**src/rtl/pkt_pkg.sv**
```systemverilog
// rtl/pkt_pkg.sv - shared types and length defaults for the packet receiver
package pkt_pkg;

  typedef enum logic {
    IDLE = 1'b0,
    BODY = 1'b1
  } rx_state_e;

  typedef struct packed {
    logic       last;
    logic [7:0] data;
  } entry_t;

  localparam int DEF_MIN_LEN = 4;
  localparam int DEF_MAX_LEN = 64;

endpackage

```
**src/rtl/pkt_sf_fifo.sv**
```systemverilog
// rtl/pkt_sf_fifo.sv - store-and-forward buffer with write, commit, rewind and read pointers
module pkt_sf_fifo
  import pkt_pkg::*;
#(
  parameter int DEPTH = 256
) (
  input  logic   clk,
  input  logic   rst,
  input  logic   wr_en,
  input  entry_t wr_entry,
  input  logic   restart,
  input  logic   commit,
  input  logic   drop,
  output logic   full,
  input  logic   rd_en,
  output entry_t rd_entry,
  output logic   empty
);

  localparam int AW = $clog2(DEPTH);
  localparam int PW = AW + 1;

  logic [PW-1:0] wr_ptr;
  logic [PW-1:0] commit_ptr;
  logic [PW-1:0] rd_ptr;
  logic [PW-1:0] base;
  logic [PW-1:0] wr_next;
  entry_t        mem [DEPTH];

  // A restart abandons the partial packet: this beat lands at commit_ptr instead.
  assign base     = restart ? commit_ptr : wr_ptr;
  assign wr_next  = base + {{AW{1'b0}}, wr_en};
  assign full     = (base[AW] != rd_ptr[AW]) && (base[AW-1:0] == rd_ptr[AW-1:0]);
  assign empty    = (commit_ptr == rd_ptr);
  assign rd_entry = mem[rd_ptr[AW-1:0]];

  // Packet storage; contents are never reset, pointers define what is valid.
  always_ff @(posedge clk) begin
    if (wr_en) mem[base[AW-1:0]] <= wr_entry;
  end

  // Pointer update: drop rewinds, commit publishes the packet to the reader.
  always_ff @(posedge clk or posedge rst) begin
    if (rst) begin
      wr_ptr     <= '0;
      commit_ptr <= '0;
      rd_ptr     <= '0;
    end else begin
      wr_ptr <= drop ? commit_ptr : wr_next;
      if (commit) commit_ptr <= wr_next;
      if (rd_en)  rd_ptr     <= rd_ptr + PW'(1);
    end
  end

endmodule

```
**src/rtl/pkt_rx.sv**
```systemverilog
// rtl/pkt_rx.sv - packet receiver with length check and store-and-forward egress; PKT_RX_STATS_EN adds counters
module pkt_rx
  import pkt_pkg::*;
#(
  parameter int DEPTH   = 256,
  parameter int MIN_LEN = DEF_MIN_LEN,
  parameter int MAX_LEN = DEF_MAX_LEN
) (
  input  logic        clk,
  input  logic        rst,
  input  logic [7:0]  data,
  input  logic        sop,
  input  logic        eop,
  input  logic        vld,
  output logic [7:0]  out_data,
  output logic        out_sop,
  output logic        out_eop,
  output logic        out_vld,
  input  logic        out_rdy
`ifdef PKT_RX_STATS_EN
  ,
  output logic [31:0] good_cnt,
  output logic [31:0] drop_cnt,
  output logic [31:0] stray_cnt
`endif
);

  localparam int             LW      = $clog2(MAX_LEN + 2);
  localparam logic [LW-1:0]  LEN_SAT = LW'(MAX_LEN + 1);
  localparam logic [LW-1:0]  LEN_MIN = LW'(MIN_LEN);
  localparam logic [LW-1:0]  LEN_MAX = LW'(MAX_LEN);

  rx_state_e     state, state_nxt;
  logic [LW-1:0] len_q, len_nxt;
  logic          ovf_q, ovf_nxt;
  logic          in_pkt;
  logic          wr_en, restart, commit, drop, full;
  logic          rd_en, empty;
  logic          first_q;
  entry_t        wr_entry, rd_entry;

  assign wr_entry = '{last: eop, data: data};

  pkt_sf_fifo #(.DEPTH(DEPTH)) u_fifo (
    .clk      (clk),
    .rst      (rst),
    .wr_en    (wr_en),
    .wr_entry (wr_entry),
    .restart  (restart),
    .commit   (commit),
    .drop     (drop),
    .full     (full),
    .rd_en    (rd_en),
    .rd_entry (rd_entry),
    .empty    (empty)
  );

  // Ingress state, running length and overflow flag.
  always_ff @(posedge clk or posedge rst) begin
    if (rst) begin
      state <= IDLE;
      len_q <= '0;
      ovf_q <= 1'b0;
    end else begin
      state <= state_nxt;
      len_q <= len_nxt;
      ovf_q <= ovf_nxt;
    end
  end

  // Ingress decode: start/continue packet, gate writes, decide commit or drop at eop.
  always_comb begin
    state_nxt = state;
    len_nxt   = len_q;
    ovf_nxt   = ovf_q;
    in_pkt    = 1'b0;
    wr_en     = 1'b0;
    restart   = 1'b0;
    commit    = 1'b0;
    drop      = 1'b0;
    if (vld) begin
      if (sop) begin
        restart = (state == BODY);
        len_nxt = LW'(1);
        ovf_nxt = full;
        in_pkt  = 1'b1;
      end else if (state == BODY) begin
        len_nxt = (len_q == LEN_SAT) ? len_q : len_q + LW'(1);
        ovf_nxt = ovf_q | full;
        in_pkt  = 1'b1;
      end
      if (in_pkt) begin
        wr_en     = !ovf_nxt && (len_nxt <= LEN_MAX);
        state_nxt = eop ? IDLE : BODY;
        if (eop) begin
          if (!ovf_nxt && (len_nxt >= LEN_MIN) && (len_nxt <= LEN_MAX)) commit = 1'b1;
          else                                                            drop   = 1'b1;
        end
      end
    end
  end

  // Load the egress register whenever it is empty or its beat is being taken.
  assign rd_en = (!out_vld || out_rdy) && !empty;

  // Registered egress; first_q marks that the next loaded byte starts a packet.
  always_ff @(posedge clk or posedge rst) begin
    if (rst) begin
      out_vld  <= 1'b0;
      out_sop  <= 1'b0;
      out_eop  <= 1'b0;
      out_data <= '0;
      first_q  <= 1'b1;
    end else if (rd_en) begin
      out_vld  <= 1'b1;
      out_sop  <= first_q;
      out_eop  <= rd_entry.last;
      out_data <= rd_entry.data;
      first_q  <= rd_entry.last;
    end else if (out_rdy) begin
      out_vld  <= 1'b0;
    end
  end

`ifdef PKT_RX_STATS_EN
  // Packet statistics; an aborted packet (sop inside a packet) counts as dropped.
  always_ff @(posedge clk or posedge rst) begin
    if (rst) begin
      good_cnt  <= '0;
      drop_cnt  <= '0;
      stray_cnt <= '0;
    end else begin
      good_cnt  <= good_cnt + 32'(commit);
      drop_cnt  <= drop_cnt + 32'(drop) + 32'(restart);
      stray_cnt <= stray_cnt + 32'(vld && !sop && (state == IDLE));
    end
  end
`endif

endmodule
```
**config.mk**
```make
export PLATFORM = sky130hd
export DESIGN_NAME = pkt_rx
export DESIGN_NICKNAME = d
export VERILOG_FILES = /design/src/rtl/pkt_pkg.sv /design/src/rtl/pkt_sf_fifo.sv /design/src/rtl/pkt_rx.sv
export SDC_FILE = /design/constraint.sdc
export NUM_CORES = 2
export LEC_CHECK = 0
export CORE_AREA = 10 10 400 402
export CTS_CLUSTER_DIAMETER = 100
export DETAILED_ROUTE_END_ITERATION = 7
export DIE_AREA = 0 0 410 412
export PLACE_DENSITY = 0.77
export RECOVER_POWER = 25
export REMOVE_ABC_BUFFERS = 1
export SETUP_SLACK_MARGIN = 0.4
export SLEW_MARGIN = 25
export SYNTH_ARGS = -nofsm -noshare
export SYNTH_HDL_FRONTEND = slang
export SYNTH_SLANG_ARGS = --single-unit
```
**constraint.sdc**
```tcl
create_clock -name clk -period 7.7 [get_ports clk]
set_input_delay 2.31 -clock clk [delete_from_list [all_inputs] [get_ports clk]]
set_output_delay 2.31 -clock clk [all_outputs]
set_load 0.1 [all_outputs]
```
==> results by group <==
Logic synthesis
  – Prevailing post-synth register cell: edfxtp_1
  – Register area share after synthesis: 76.37%
  – Ys Warns: 0
  – Post-synth EDFFs: 2304
  – Gate Count Post-Synth: 4425
  – Post-synth design cell area: 92170 µm²
  – Synthesized flop and latch total: 2352
  – Post-Syn Area per Cell: 20.83 µm²
  – Share of flip-flops with an asynchronous set or reset: 2.041%
  – Synth unique cells: 74

Clock tree
  – Post-CTS Setup Bufs: 0
  – Clock Latency Late Sink: 870 ps
  – CTS Buffer Depth: 3
  – CTS tree: yes
  – CTS resizes: 0
  – Clock-pin slew on the worst setup and hold paths: 70 ps
  – Cts hold-fix bufs: 0
  – Root Driver: clkbuf_16
  – TritonCTS buffer count: 217
  – CTS Sinks: 2352
  – H-tree depth: 4

Critical path
  – Number of buffer and inverter stages on the critical path: 1
  – Critical path type: input pin to register
  – Highest-delay cell along the critical path: dlymetal6s4s_1
  – Worst Path Arrival: 6540 ps
  – Critical Path End: u_fifo.mem[167][5]$_DFFE_PP_
  – Cell Chain, Critical Path: dlymetal6s4s_1
  – CP endpoint kind: register
  – Flop2flop setup slack: 2950 ps
  – Worst Setup SP: data[5]
  – CP max stage delay: 3940 ps
  – Max FO, Critical Path: 113
  – Register-to-Register Path Depth: 8
  – Startpoint types: input pin
  – CP delay by family, top: buffers and inverters
  – CP Data Required Time: 7520 ps
  – FF-to-FF Start: u_fifo.rd_ptr[0]$_DFFE_PP0P_
  – Reg2reg end: out_data[4]$_DFFE_PP0P_
  – Critical path depth in cells: 1

Detailed routing
  – Top sig layer: met5
  – Initial DRC Count: 8072
  – WL met2: 114500 µm
  – WL per Instance: 36.69 µm
  – Routed WL: 251200 µm
  – Via count: 48720
  – Remaining DRCs: 0
  – Met3 wire length: 35080 µm
  – Routed Antenna Nets: 0
  – M1 wire length: 88270 µm
  – Via density: 7.118
  – DR pass1 iterations: 8

Die
  – Io pins: 25
  – Num rows: 143
  – Die H: 412 µm
  – Total die area: 168900 µm²
  – Die width: 410 µm
  – Starting Density: 60.82%
  – Core area: 151500 µm²

Timing
  – Peak Freq: 0.1490 GHz
  – Least-Margin Pin Slew: 5720 ps
  – RSZ-0062 raised after global routing: false
  – Hold Vio Cnt, Final: 0
  – Sum Neg Setup Slack: 0 ps
  – Hold_ws: 511.0 ps
  – Final setup vio count: 0
  – Skew final: 37.60 ps
  – Fin crit share: 87.19%
  – Max-slew headroom: -281.4%
  – Fin. max-slew vios: 826
  – Final Worst Setup Slack: 986.6 ps
  – Fin crit period: 6713 ps

Pwr
  – Peak VDD IR: 0.0003929 V
  – Power Dens Cells: 348.6 nW/µm²
  – Leakage: 32.43 nW

Place
  – Post-placement setup slack: 1205 ps
  – Gpl congestion: 0.9323
  – I/O Buffers: 24
  – Post-DP HPWL: 146600 µm
  – Placed insts: 6433

GRT
  – Initial antenna violation count: 5
  – Final global-route overflow total: 0
  – First-pass GRT wire length: 359300 µm
  – Vias in the first global route: 47475
  – Largest net degree at the start of global routing: 167
  – GRT Total Usage: 29.72%

Outcome
  – Failing checks: capacitance limit, slew limit
  – Status: finished, violations left

Cells and area
  – Final Util: 67.90%
  – Commonest cells after routing, fill and taps aside: edfxtp_1 (2304), mux4_2 (556), nor2_1 (306)
  – Layout area overhead: 11.65%
  – Post-Layout Cell Count: 6845
  – Layout cells sized above 1: 24.31%
  – Nets: 4642
  – Most common cell after layout, fill and taps aside: edfxtp_1

Flow run
  – Max cap viols: 12

Hold path
  – Hold crit path type: register to register
-- cells by family (layout without fill, tap and decap cells) --
kind of cell / after synthesis / count (layout) / synth area share (%)
DFF: 2352 / 2352 / 76.37
muxes: 760 / 760 / 15.85
and+or+nand+nor: 686 / 686 / 3.295
AOI/OAI and AO/OA: 323 / 323 / 2.693
buffers and inverters: 266 / 654 / 1.405
xor gates and xnor gates: 33 / 33 / 0.3136
adders and majority gates: 5 / 5 / 0.06788
other: 0 / 2 / 0
-- cells in the mapped netlist, types with 6 or more instances --
| library cell | number | share of area (%) |
|---|---|---|
| a21oi_1 | 38 | 0.21 |
| and2_1 | 17 | 0.12 |
| and3_1 | 11 | 0.075 |
| inv_1 | 9 | 0.037 |
| buf_4 | 30 | 0.24 |
| a2111oi_0 | 8 | 0.076 |
| buf_2 | 84 | 0.46 |
| o221ai_1 | 9 | 0.086 |
| a22oi_1 | 50 | 0.41 |
| nor2_1 | 310 | 1.3 |
| edfxtp_1 | 2304 | 75 |
| xor2_1 | 8 | 0.076 |
| nor3_1 | 27 | 0.15 |
| nor2b_1 | 25 | 0.17 |
| clkbuf_1 | 93 | 0.38 |
| nand2b_1 | 12 | 0.081 |
| xnor2_1 | 25 | 0.24 |
| o2111ai_4 | 9 | 0.26 |
| o211ai_1 | 9 | 0.073 |
| nand4_1 | 17 | 0.12 |
| dfrtp_1 | 47 | 1.3 |
| mux2i_1 | 170 | 1.8 |
| o21ai_0 | 30 | 0.16 |
| o22ai_1 | 44 | 0.30 |
| nand3_1 | 48 | 0.26 |
| buf_6 | 9 | 0.11 |
| buf_1 | 38 | 0.15 |
| a211oi_1 | 13 | 0.11 |
| o2111ai_1 | 12 | 0.11 |
| mux2_2 | 32 | 0.39 |
| a221oi_1 | 19 | 0.18 |
| nand2_1 | 176 | 0.72 |
| nor4_1 | 15 | 0.10 |
| a32oi_1 | 11 | 0.10 |
| mux4_2 | 556 | 14 |
| a31oi_1 | 24 | 0.16 |
| a22o_1 | 6 | 0.057 |
-- per-stage QoR --
| step | instance area (µm²) | total power [mW] |
|---|---|---|
| finish | 102900 | 35.88 |
| global route | 102900 | 36.66 |
| CTS | 103000 | 35.69 |
| detailed placement | 95600 | 24.68 |
| global placement | 95590 | 24.59 |
| floorplan | 90910 | 21.30 |
-- sequential cells by signal, indices dropped and copies added, names as in the netlist, 7 cells and up --
| name | count |
|---|---|
| len_q | 7 |
| out_data | 8 |
| u_fifo.commit_ptr | 9 |
| u_fifo.mem | 2304 |
| u_fifo.rd_ptr | 9 |
| u_fifo.wr_ptr | 9 |
-- layout make-up --
| type | count | area (µm²) |
|---|---|---|
| clock buffers | 262 | 5672 |
| well taps | 2030 | 2540 |
| multi-input cells | 1807 | 20560 |
| inverters | 11 | 46.29 |
| diodes | 2 | 5.005 |
| flip-flops and latches | 2352 | 70410 |
| fillers | 8993 | 48640 |
| repair buffers | 234 | 1963 |
| clock inverters | 147 | 1714 |
-- routing by layer --
layer	up-vias	global-route usage, %
li1	18778	-
met1	24925	40.85
met2	4293	44.30
met3	718	9.144
met4	6	13.31
met5	-	0
-- worst min-delay path: cells and delay by family (launching register included) --
family	cells	cell delay, ps
DFF	1	370
and+or+nand+nor	2	150
-- power breakdown --
group | internal [mW] | switching (mW)
combinational | 3.91 | 6.27
clock | 6.38 | 4.75
sequential | 14.2 | 0.392
total | 24.5 | 11.4
-- worst min path at each step --
stage                                        from                       to  cells past startpoint  slack (ps)
final                         first_q$_DFFE_PP1P_      first_q$_DFFE_PP1P_                      2         510
after detailed placement  out_data[3]$_DFFE_PP0P_  out_data[3]$_DFFE_PP0P_                      1         500
after global routing          first_q$_DFFE_PP1P_      first_q$_DFFE_PP1P_                      2         540
after global placement    out_data[3]$_DFFE_PP0P_  out_data[3]$_DFFE_PP0P_                      1         480
after CTS                     first_q$_DFFE_PP1P_      first_q$_DFFE_PP1P_                      2         520
after floorplan               first_q$_DFFE_PP1P_      first_q$_DFFE_PP1P_                      2         480
No activity file was read; power rests on OpenSTA's default activity.
